==> config.mk <==
export PLATFORM = sky130hd
export DESIGN_NAME = speaker_arbiter_flat
export DESIGN_NICKNAME = d
export VERILOG_FILES = /design/src/rtl/speaker_arbiter_if.sv /design/src/rtl/speaker_arbiter.sv /design/src/flat_wrapper.sv
export SDC_FILE = /design/constraint.sdc
export NUM_CORES = 1
export LEC_CHECK = 0
export BUFFER_PORTS_ARGS = -buffer_cell sky130_fd_sc_hd__buf_2
export CORE_ASPECT_RATIO = 0.9
export CORE_UTILIZATION = 60
export CTS_CLUSTER_SIZE = 12
export DETAILED_ROUTE_END_ITERATION = 7
export GPL_TIMING_DRIVEN = 0
export PLACE_DENSITY = 0.83
export SETUP_SLACK_MARGIN = 0.02
export SLEW_MARGIN = 5
export SYNTH_ARGS = -nofsm -noshare
export SYNTH_HDL_FRONTEND = slang
export SYNTH_SLANG_ARGS = --single-unit
==> constraint.sdc <==
create_clock -name clk -period 2.8 [get_ports clk]
set_input_delay 0.56 -clock clk [delete_from_list [all_inputs] [get_ports clk]]
set_output_delay 0.56 -clock clk [all_outputs]
set_load 0.005 [all_outputs]
==> src/rtl/speaker_arbiter_if.sv <==
// Request/status bundle between the sound requesters and the buzzer arbiter.
// The master side raises requests and mute; the slave (arbiter) returns the tone and status.
interface speaker_arbiter_if;
    logic       clean_reminder;
    logic       key_beep;
    logic       alarm_req;
    logic       mute;
    logic       speaker;
    logic       busy;
    logic [1:0] active_src;

    modport master (
        output clean_reminder, key_beep, alarm_req, mute,
        input  speaker, busy, active_src
    );

    modport slave (
        input  clean_reminder, key_beep, alarm_req, mute,
        output speaker, busy, active_src
    );
endinterface

==> src/rtl/speaker_arbiter.sv <==
// Buzzer arbiter: strict-priority sharing (alarm > key > reminder) with preemption,
// per-source on/off unit patterns and an internally generated square-wave tone.
module speaker_arbiter #(
    parameter int UNIT_CYCLES = 10_000_000,
    parameter int HALF_HI     = 50_000,
    parameter int HALF_LO     = 100_000
) (
    input  logic             clk,
    input  logic             reset,
    speaker_arbiter_if.slave bus
);
    localparam int MAX_CNT = (2 * UNIT_CYCLES > HALF_LO) ? 2 * UNIT_CYCLES : HALF_LO;
    localparam int CNT_W   = $clog2(MAX_CNT + 1);

    localparam logic [CNT_W-1:0] UNIT_LAST = CNT_W'(UNIT_CYCLES - 1);
    localparam logic [CNT_W-1:0] REM_LAST  = CNT_W'(2 * UNIT_CYCLES - 1);
    localparam logic [CNT_W-1:0] HI_LAST   = CNT_W'(HALF_HI - 1);
    localparam logic [CNT_W-1:0] LO_LAST   = CNT_W'(HALF_LO - 1);
    localparam logic [CNT_W-1:0] CNT_ZERO  = CNT_W'(0);
    localparam logic [CNT_W-1:0] CNT_ONE   = CNT_W'(1);

    localparam logic [1:0] SRC_NONE  = 2'b00;
    localparam logic [1:0] SRC_REM   = 2'b01;
    localparam logic [1:0] SRC_KEY   = 2'b10;
    localparam logic [1:0] SRC_ALARM = 2'b11;

    // Alarm plays three pairs; the one entered on grant is not counted as remaining.
    localparam logic [1:0] ALARM_PAIRS_LEFT = 2'd2;

    typedef enum logic [1:0] {
        ST_IDLE = 2'b00,
        ST_ON   = 2'b01,
        ST_OFF  = 2'b10
    } state_t;

    state_t           state_r;
    logic [1:0]       src_r;
    logic [1:0]       step_r;
    logic [CNT_W-1:0] unit_r;
    logic [CNT_W-1:0] tone_r;
    logic             phase_r;
    logic             speaker_r;
    logic             busy_r;
    logic [1:0]       active_src_r;

    state_t           adv_state_s;
    logic [CNT_W-1:0] adv_unit_s;
    logic [CNT_W-1:0] adv_tone_s;
    logic             adv_phase_s;
    logic             start_s;
    logic [1:0]       start_src_s;
    logic [1:0]       start_step_s;
    logic             idle_s;
    logic             unit_end_s;
    logic             tone_end_s;

    state_t           state_nxt_s;
    logic [1:0]       src_nxt_s;
    logic [1:0]       step_nxt_s;
    logic [CNT_W-1:0] unit_nxt_s;
    logic [CNT_W-1:0] tone_nxt_s;
    logic             phase_nxt_s;

    // Next-state decision: grants/preemption first, then pattern sequencing.
    always_comb begin
        adv_state_s  = state_r;
        adv_unit_s   = unit_r;
        adv_tone_s   = tone_r;
        adv_phase_s  = phase_r;
        start_s      = 1'b0;
        start_src_s  = SRC_NONE;
        start_step_s = 2'd0;
        idle_s       = 1'b0;

        unit_end_s = (src_r == SRC_REM) ? (unit_r == REM_LAST) : (unit_r == UNIT_LAST);
        tone_end_s = (src_r == SRC_REM) ? (tone_r == LO_LAST)  : (tone_r == HI_LAST);

        if (bus.alarm_req && (src_r != SRC_ALARM)) begin
            start_s      = 1'b1;
            start_src_s  = SRC_ALARM;
            start_step_s = ALARM_PAIRS_LEFT;
        end else if (bus.key_beep && ((state_r == ST_IDLE) || (src_r == SRC_REM))) begin
            start_s     = 1'b1;
            start_src_s = SRC_KEY;
        end else if ((state_r != ST_IDLE) && (src_r == SRC_REM) && !bus.clean_reminder) begin
            idle_s = 1'b1;
        end else begin
            case (state_r)
                ST_IDLE: begin
                    start_s     = bus.clean_reminder;
                    start_src_s = SRC_REM;
                    idle_s      = ~bus.clean_reminder;
                end
                ST_ON: begin
                    if (unit_end_s && (src_r == SRC_KEY)) begin
                        // Key beep has no OFF phase; fall back to a due reminder.
                        start_s     = bus.clean_reminder;
                        start_src_s = SRC_REM;
                        idle_s      = ~bus.clean_reminder;
                    end else if (unit_end_s) begin
                        adv_state_s = ST_OFF;
                        adv_unit_s  = CNT_ZERO;
                        adv_tone_s  = CNT_ZERO;
                        adv_phase_s = 1'b0;
                    end else begin
                        adv_unit_s  = unit_r + CNT_ONE;
                        adv_tone_s  = tone_end_s ? CNT_ZERO : (tone_r + CNT_ONE);
                        adv_phase_s = tone_end_s ? ~phase_r : phase_r;
                    end
                end
                ST_OFF: begin
                    if (unit_end_s && (src_r == SRC_REM)) begin
                        start_s     = 1'b1;
                        start_src_s = SRC_REM;
                    end else if (unit_end_s && (step_r != 2'd0)) begin
                        start_s      = 1'b1;
                        start_src_s  = src_r;
                        start_step_s = step_r - 2'd1;
                    end else if (unit_end_s) begin
                        start_s     = bus.clean_reminder;
                        start_src_s = SRC_REM;
                        idle_s      = ~bus.clean_reminder;
                    end else begin
                        adv_unit_s = unit_r + CNT_ONE;
                    end
                end
                default: begin
                    idle_s = 1'b1;
                end
            endcase
        end

        state_nxt_s = idle_s ? ST_IDLE  : (start_s ? ST_ON        : adv_state_s);
        src_nxt_s   = idle_s ? SRC_NONE : (start_s ? start_src_s  : src_r);
        step_nxt_s  = idle_s ? 2'd0     : (start_s ? start_step_s : step_r);
        unit_nxt_s  = (idle_s || start_s) ? CNT_ZERO : adv_unit_s;
        tone_nxt_s  = (idle_s || start_s) ? CNT_ZERO : adv_tone_s;
        phase_nxt_s = (idle_s || start_s) ? 1'b0     : adv_phase_s;
    end

    // State, counters and registered outputs; mute only gates the speaker register.
    always_ff @(posedge clk or negedge reset) begin
        if (!reset) begin
            state_r      <= ST_IDLE;
            src_r        <= SRC_NONE;
            step_r       <= 2'd0;
            unit_r       <= CNT_ZERO;
            tone_r       <= CNT_ZERO;
            phase_r      <= 1'b0;
            speaker_r    <= 1'b0;
            busy_r       <= 1'b0;
            active_src_r <= SRC_NONE;
        end else begin
            state_r      <= state_nxt_s;
            src_r        <= src_nxt_s;
            step_r       <= step_nxt_s;
            unit_r       <= unit_nxt_s;
            tone_r       <= tone_nxt_s;
            phase_r      <= phase_nxt_s;
            speaker_r    <= phase_nxt_s & ~bus.mute;
            busy_r       <= (state_nxt_s != ST_IDLE);
            active_src_r <= src_nxt_s;
        end
    end

    assign bus.speaker    = speaker_r;
    assign bus.busy       = busy_r;
    assign bus.active_src = active_src_r;
endmodule
==> src/flat_wrapper.sv <==
// flat-port wrapper written by rule: the top's interface ports become plain ports
module speaker_arbiter_flat 
#(
    parameter int UNIT_CYCLES = 10_000_000,
    parameter int HALF_HI     = 50_000,
    parameter int HALF_LO     = 100_000
)
  (clk, reset, bus_clean_reminder, bus_key_beep, bus_alarm_req, bus_mute, bus_speaker, bus_busy, bus_active_src);
  speaker_arbiter_if bus_i ();
  input  logic clk;
  input  logic reset;
  input wire logic [$bits(bus_i.clean_reminder)-1:0] bus_clean_reminder;
  input wire logic [$bits(bus_i.key_beep)-1:0] bus_key_beep;
  input wire logic [$bits(bus_i.alarm_req)-1:0] bus_alarm_req;
  input wire logic [$bits(bus_i.mute)-1:0] bus_mute;
  output wire logic [$bits(bus_i.speaker)-1:0] bus_speaker;
  output wire logic [$bits(bus_i.busy)-1:0] bus_busy;
  output wire logic [$bits(bus_i.active_src)-1:0] bus_active_src;
  assign bus_i.clean_reminder = bus_clean_reminder;
  assign bus_i.key_beep = bus_key_beep;
  assign bus_i.alarm_req = bus_alarm_req;
  assign bus_i.mute = bus_mute;
  assign bus_speaker = bus_i.speaker;
  assign bus_busy = bus_i.busy;
  assign bus_active_src = bus_i.active_src;
  speaker_arbiter #(.UNIT_CYCLES(UNIT_CYCLES), .HALF_HI(HALF_HI), .HALF_LO(HALF_LO)) u_core (.clk(clk), .reset(reset), .bus(bus_i));
endmodule
# Word level (Yosys, flattened, before mapping)

Index checks and enable logic that the tools add are counted.

Bits in registers: 59
Input port bits: 6
Output and inout bits: 4
Word-level logic and storage cells: 123

$add $sub $neg: 3
Eq/ne operators: 18
Multiplexer cells: 70
Bitwise logic cells: 4
Reduce and logical (&&, ||, !) cells: 20

Operator list:

| operator                                                           | count |
|---|---|
| 25-bit two-way mux                                                 | 17 |
| 25-bit by 1-bit adder with 25-bit output (second input constant)   | 2 |
| 25-bit one-hot mux with 2 select lines                             | 1 |
| 2-bit two-way mux                                                  | 23 |
| 1-bit two-way mux                                                  | 26 |
| 25-bit by 16-bit == test with 1-bit output (second input constant) | 1 |
| 25-bit by 17-bit == test with 1-bit output (second input constant) | 1 |
| 25-bit by 24-bit == test with 1-bit output (second input constant) | 1 |
| 25-bit == test (second input constant)                             | 1 |
| 3-bit != test (second input constant)                              | 4 |
| 2-bit != test (second input constant)                              | 5 |
| 2-bit nonzero test                                                 | 5 |
| 8-bit AND reduction                                                | 1 |
| 1-bit logical AND                                                  | 7 |
| 7-bit by 2-bit != test with 1-bit output (second input constant)   | 1 |
| 1-bit one-hot mux with 3 select lines                              | 2 |
| 2-bit one-hot mux with 3 select lines                              | 1 |
| 5-bit AND reduction                                                | 1 |
| 2-bit by 1-bit == test with 1-bit output (second input constant)   | 2 |
| 2-bit == test (second input constant)                              | 2 |
| 1-bit inverter                                                     | 3 |
| 3-bit nonzero test                                                 | 1 |
| 2-bit zero test                                                    | 1 |
| 1-bit logical OR                                                   | 2 |
| other kinds (4)                                                    | 4 |

# Logic depth before layout (Yosys ltp)

Depth in word-level cells: 12
Gate-level depth with buffers: 10
Gate-level depth less buffers: 7

# Worst setup path before layout

Ideal clock, no wire load.

Path kind: register to register
From: register u_core.src_r[1]
To: register u_core.step_r[0]
Library setup time: 0.094 ns
Data arrival time: 2.209 ns
Required time: 2.706 ns
Setup slack: 0.497 ns
Stages on the path, launching flop included: 9
Buffers on the path: 2
Clock period less this slack: 2.303 ns
Path through: dfrtp_1 > nand2b_1 > buf_6 > xnor2_1 > a2111oi_2 > buf_4 > a32oi_2 > or4_1 > a211oi_1

Longest elaborated chain between the ends: 11
Elaborated cells between the ends (all ways): 37
Classes of those cells: 3 x eq/ne; 25 x mux; 9 x reduce/logical

Ends and longest elaborated chain:

| element                                  | RTL line               | source |
|---|---|---|
| start: declaration                       | speaker_arbiter.sv:37  | `logic [1:0] src_r;` |
| start signal: assignment                 | speaker_arbiter.sv:155 | `src_r <= src_nxt_s;` |
| 2-bit by 1-bit == test with 1-bit output | n/a                    |  |
| 1-bit two-way mux                        | speaker_arbiter.sv:75  | `unit_end_s = (src_r == SRC_REM) ? (unit_r == REM_LAST) : (unit_r == UNIT_LAST);` |
| 1-bit logical AND                        | speaker_arbiter.sv:115 | `end else if (unit_end_s && (step_r != 2'd0)) begin` |
| 2-bit two-way mux                        | speaker_arbiter.sv:115 |  |
| 2-bit two-way mux                        | speaker_arbiter.sv:112 | `if (unit_end_s && (src_r == SRC_REM)) begin` |
| 2-bit two-way mux                        | speaker_arbiter.sv:88  | `case (state_r)` |
| 2-bit two-way mux                        | speaker_arbiter.sv:85  | `end else if ((state_r != ST_IDLE) && (src_r == SRC_REM) && !bus.clean_reminder) begin` |
| 2-bit two-way mux                        | speaker_arbiter.sv:82  | `end else if (bus.key_beep && ((state_r == ST_IDLE) \|\| (src_r == SRC_REM))) begin` |
| 2-bit two-way mux                        | speaker_arbiter.sv:78  | `if (bus.alarm_req && (src_r != SRC_ALARM)) begin` |
| 2-bit two-way mux (2 in series)          | speaker_arbiter.sv:135 | `step_nxt_s = idle_s ? 2'd0 : (start_s ? start_step_s : step_r);` |
| end signal: assignment                   | speaker_arbiter.sv:156 | `step_r <= step_nxt_s;` |
| end: declaration                         | speaker_arbiter.sv:38  | `logic [1:0] step_r;` |

Several ways; a longest one is shown, not always the timed one. The select of a mux whose other input is x is not followed.
A chain may end at the register's enable or synchronous reset.

# Worst setup path after layout

From: register u_core.unit_r[0]
To: register u_core.unit_r[13]

Longest elaborated chain between the ends: 12
Elaborated cells between the ends (all ways): 43
Classes of those cells: 1 x add/sub; 9 x eq/ne; 27 x mux; 6 x reduce/logical

Ends and longest elaborated chain:

| element                                                                           | RTL line               | source |
|---|---|---|
| start: declaration                                                                | speaker_arbiter.sv:39  | `logic [CNT_W-1:0] unit_r;` |
| start signal: assignment                                                          | speaker_arbiter.sv:157 | `unit_r <= unit_nxt_s;` |
| branches (longest 12 deep; another with 25-bit by 1-bit adder with 25-bit output) | n/a                    |  |

Parallel ways; which one is timed is not known. The select of a mux whose other input is x is not followed.

==> impl_metrics.tcl <==
set metrics [dict create \
    grt_setup_unrepaired "false" \
    drcViolationCount 0 \
    drive_gt1_share_pct 11.8 \
    ys.flop_type "dfrtp_1" \
    grt_pass1_wl_um 16700 \
    synth.ff_latch_count 59 \
    rr_startpoint "u_core.unit_r[0]$_DFFE_PN0P_" \
    finalHoldViolations 0 \
    worstPathArrival_ps 2920 \
    critPathMaxStageDelay_ps 390 \
    crit_chain "ha_1, and3_1, nand3_1, a2111oi_4, buf_6, a21o_1, clkbuf_1, o21ai_0, a21oi_1" \
    crit_slowest_cell "dfrtp_1" \
    synth.distinct_cells 54 \
    antenna_found_initial 0 \
    required_ps 3060 \
    nFillCells 455 \
    die_w_um 85.4 \
    path_max_fanout 10 \
    synth.area.top_cells "dfrtp_1, a21oi_1, a211oi_1" \
    fin_crit_ps 2660 \
    start_util_pct 64.1 \
    post_drt_via_cell_ratio 6.96 \
    hp-class "in2async" \
    worst_pin_slew_ps 755 \
    dieHeight_um 77.0 \
    path_class "reg2reg" \
    path_delay_family "compound AO/OA/AOI/OAI gates" \
    path_buf_inv 2 \
    wl_per_cell_um 19.0 \
    wl_um 10000 \
    fin_crit_sh_pct 94.9 \
    rows 26 \
    h-tree-depth 3 \
    vias 3670 \
    dr.pass1.iters 6 \
    grt_max_degree 60 \
    maxSlewHeadroom_pct 49.7 \
    syn_inst 432 \
    slew_violations 0 \
    place.port_buffers 8 \
    cts.sinks 59 \
    fin_tns_setup_ps 0 \
    cts_root_buf "clkbuf_8" \
    netlist_area_mm2 0.00375 \
    status "finished, final reports clean" \
    core_mm2 0.00586 \
    reg2reg_slack_ps 140 \
    cap_violations 0 \
    synthTopCellsByCount "dfrtp_1, a21oi_1, nand3_1, nor2_1, nand2_1" \
    hpwl_um 6920 \
    clock_path_buffers 2 \
    fin_util_pct 70.1 \
    synth-edff-count 0 \
    grt_use_met2_pct 50.6 \
    regToRegEndpoint "u_core.unit_r[13]$_DFFE_PN0P_" \
    grt.met1_usage_pct 46.5 \
    numCtsBuffers 9 \
    syn_to_final_growth_pct 9.34 \
    setup_viol 0 \
    endpoint_kind "flip-flop" \
    hold_buffers 0 \
    gp_congestion 0.978 \
    gr-total-overflow 0 \
    yosysWarnings 0 \
    cts_tree "yes" \
    async_flop_share_pct 100 \
    synth.avg_cell_area_um2 8.69 \
    synth_largest_area_cell "dfrtp_1" \
    ff2ff_path_depth 9 \
    ant_nets 0 \
    fin_cells 527 \
    detail_route.iter0.violations 440 \
    peakVddDrop_mv 0.887 \
    critPathLaunchType "flip-flop" \
    synth_nets 445 \
    p_per_area_mw_per_mm2 724 \
    fin_skew_ps 4.72 \
    grt_pass1_vias 3447 \
    use_met3_pct 7.97 \
    globalRouteTotalUtil_pct 32.8 \
    io_pins 10 \
    dieArea_mm2 0.00657 \
    clk_pin_slew_ps 70 \
    synth.most_common_cell "dfrtp_1" \
    synth_top_area_share_pct 39.3 \
    antenna_cells 0 \
    max_clock_freq_ghz 0.376 \
    seq_area_frac_synth_pct 39.3 \
    clk_latency_ps 340 \
    grt_busiest_layer "met2" \
    dpl.cell_count 510 \
    p_leak_nw 1.64 \
    nNetsFinal 465 \
]
-- power breakdown --
group / leakage (nW) / switching (mW) / internal [mW] / total [mW]
Combinational: 0.752 / 0.943 / 0.395 / 1.34
Clock: 0.0856 / 0.345 / 0.313 / 0.658
Sequential: 0.805 / 0.0602 / 0.915 / 0.975
Total: 1.64 / 1.35 / 1.62 / 2.97
-- through the flow --
stage          total power, mW  setup slack (ps)  instance area, µm²  hold slack (ps)
6_report                  2.97               142                4100              277
4_1_cts                   2.92              39.4                4040              370
5_1_grt                   3.15              14.8                4100              346
3_5_place_dp              2.27              20.9                3880              509
2_1_floorplan             1.87               497                3750              264
3_3_place_gp              2.23              77.7                3880              501
-- cell families after synthesis --
kind of cell,count (synthesis),share of synthesized area (%)
AO/OA/AOI/OAI,135,24.7
XOR/XNOR,2,0.467
adder cells (fa/ha/maj),7,2.33
buffers and inverters,40,4.77
flip-flops,59,39.3
multiplexers,3,0.834
AND/OR/NAND/NOR,186,27.5
-- worst reg2reg max path, cell delays in order (launching register included) --
cell	delay, ps
dfrtp_1	390
ha_1	220
and3_1	190
nand3_1	190
a2111oi_4	380
buf_6	210
a21o_1	260
clkbuf_1	390
o21ai_0	200
a21oi_1	150
-- layout by cell type, fill, tap and decap left out, types with 4 or more instances in the layout --
cell type  count
dfrtp_1       59
a21oi_1       36
nand3_1       29
nand2_1       28
nor2_1        28
nor3_1        24
o21ai_0       20
a211oi_1      19
clkbuf_1      16
buf_2         14
a41oi_1       12
and3_1        11
inv_1          9
nand4_1        9
a31oi_1        9
clkbuf_8       9
nand3b_1       8
and2_1         7
or3_1          7
a311oi_1       7
ha_1           7
clkinv_2       5
a21o_1         4
clkbuf_2       4
nor4_1         4
or4_1          4
-- state kept, by name (all words and copies together) (netlist names) --
| signal | cells |
|---|---|
| u_core.tone_r | 25 |
| u_core.unit_r | 25 |
| u_core.src_r | 2 |
| u_core.state_r | 2 |
| u_core.step_r | 2 |
| u_core.bus.busy | 1 |
| u_core.bus.speaker | 1 |
| u_core.phase_r | 1 |
-- how the worst max path moves through the flow --
stage	start	cells past startpoint	end	slack [ps]
2_1_floorplan	u_core.src_r[1]$_DFFE_PN0P_	8	u_core.step_r[0]$_DFFE_PN0N_	500
3_3_place_gp	u_core.unit_r[0]$_DFFE_PN0P_	10	u_core.tone_r[15]$_DFFE_PN0P_	80
3_5_place_dp	u_core.unit_r[0]$_DFFE_PN0P_	10	u_core.tone_r[16]$_DFFE_PN0P_	20
4_1_cts	u_core.unit_r[0]$_DFFE_PN0P_	9	u_core.tone_r[13]$_DFFE_PN0P_	40
5_1_grt	u_core.unit_r[0]$_DFFE_PN0P_	10	u_core.state_r[0]$_DFF_PN0_	10
6_report	u_core.unit_r[0]$_DFFE_PN0P_	9	u_core.unit_r[13]$_DFFE_PN0P_	140
-- per-layer routing --
layer / wire, µm / vias to the layer above
li1: - / 1711
met1: 4550 / 1775
met2: 4660 / 164
met3: 692 / 20
met4: 131 / 0
met5: 0 / -
-- area by class of cell --
cell class	count	area [µm²]	area share, %
multi-input combinational	333	2130	52.0
sequential	59	1480	36.0
buffer	31	160	3.90
clock buffer	10	128	3.11
tap	70	87.6	2.13
timing repair buffer	9	50.0	1.22
inverter	9	33.8	0.823
clock inverter	6	32.5	0.793
-- repair_timing --
item,4_1_cts,5_1_grt
buffers inserted,0,1
resized for setup,0,20
endpoints found under the setup margin,0,58
Note: power is estimated with default switching activity, not from simulation.
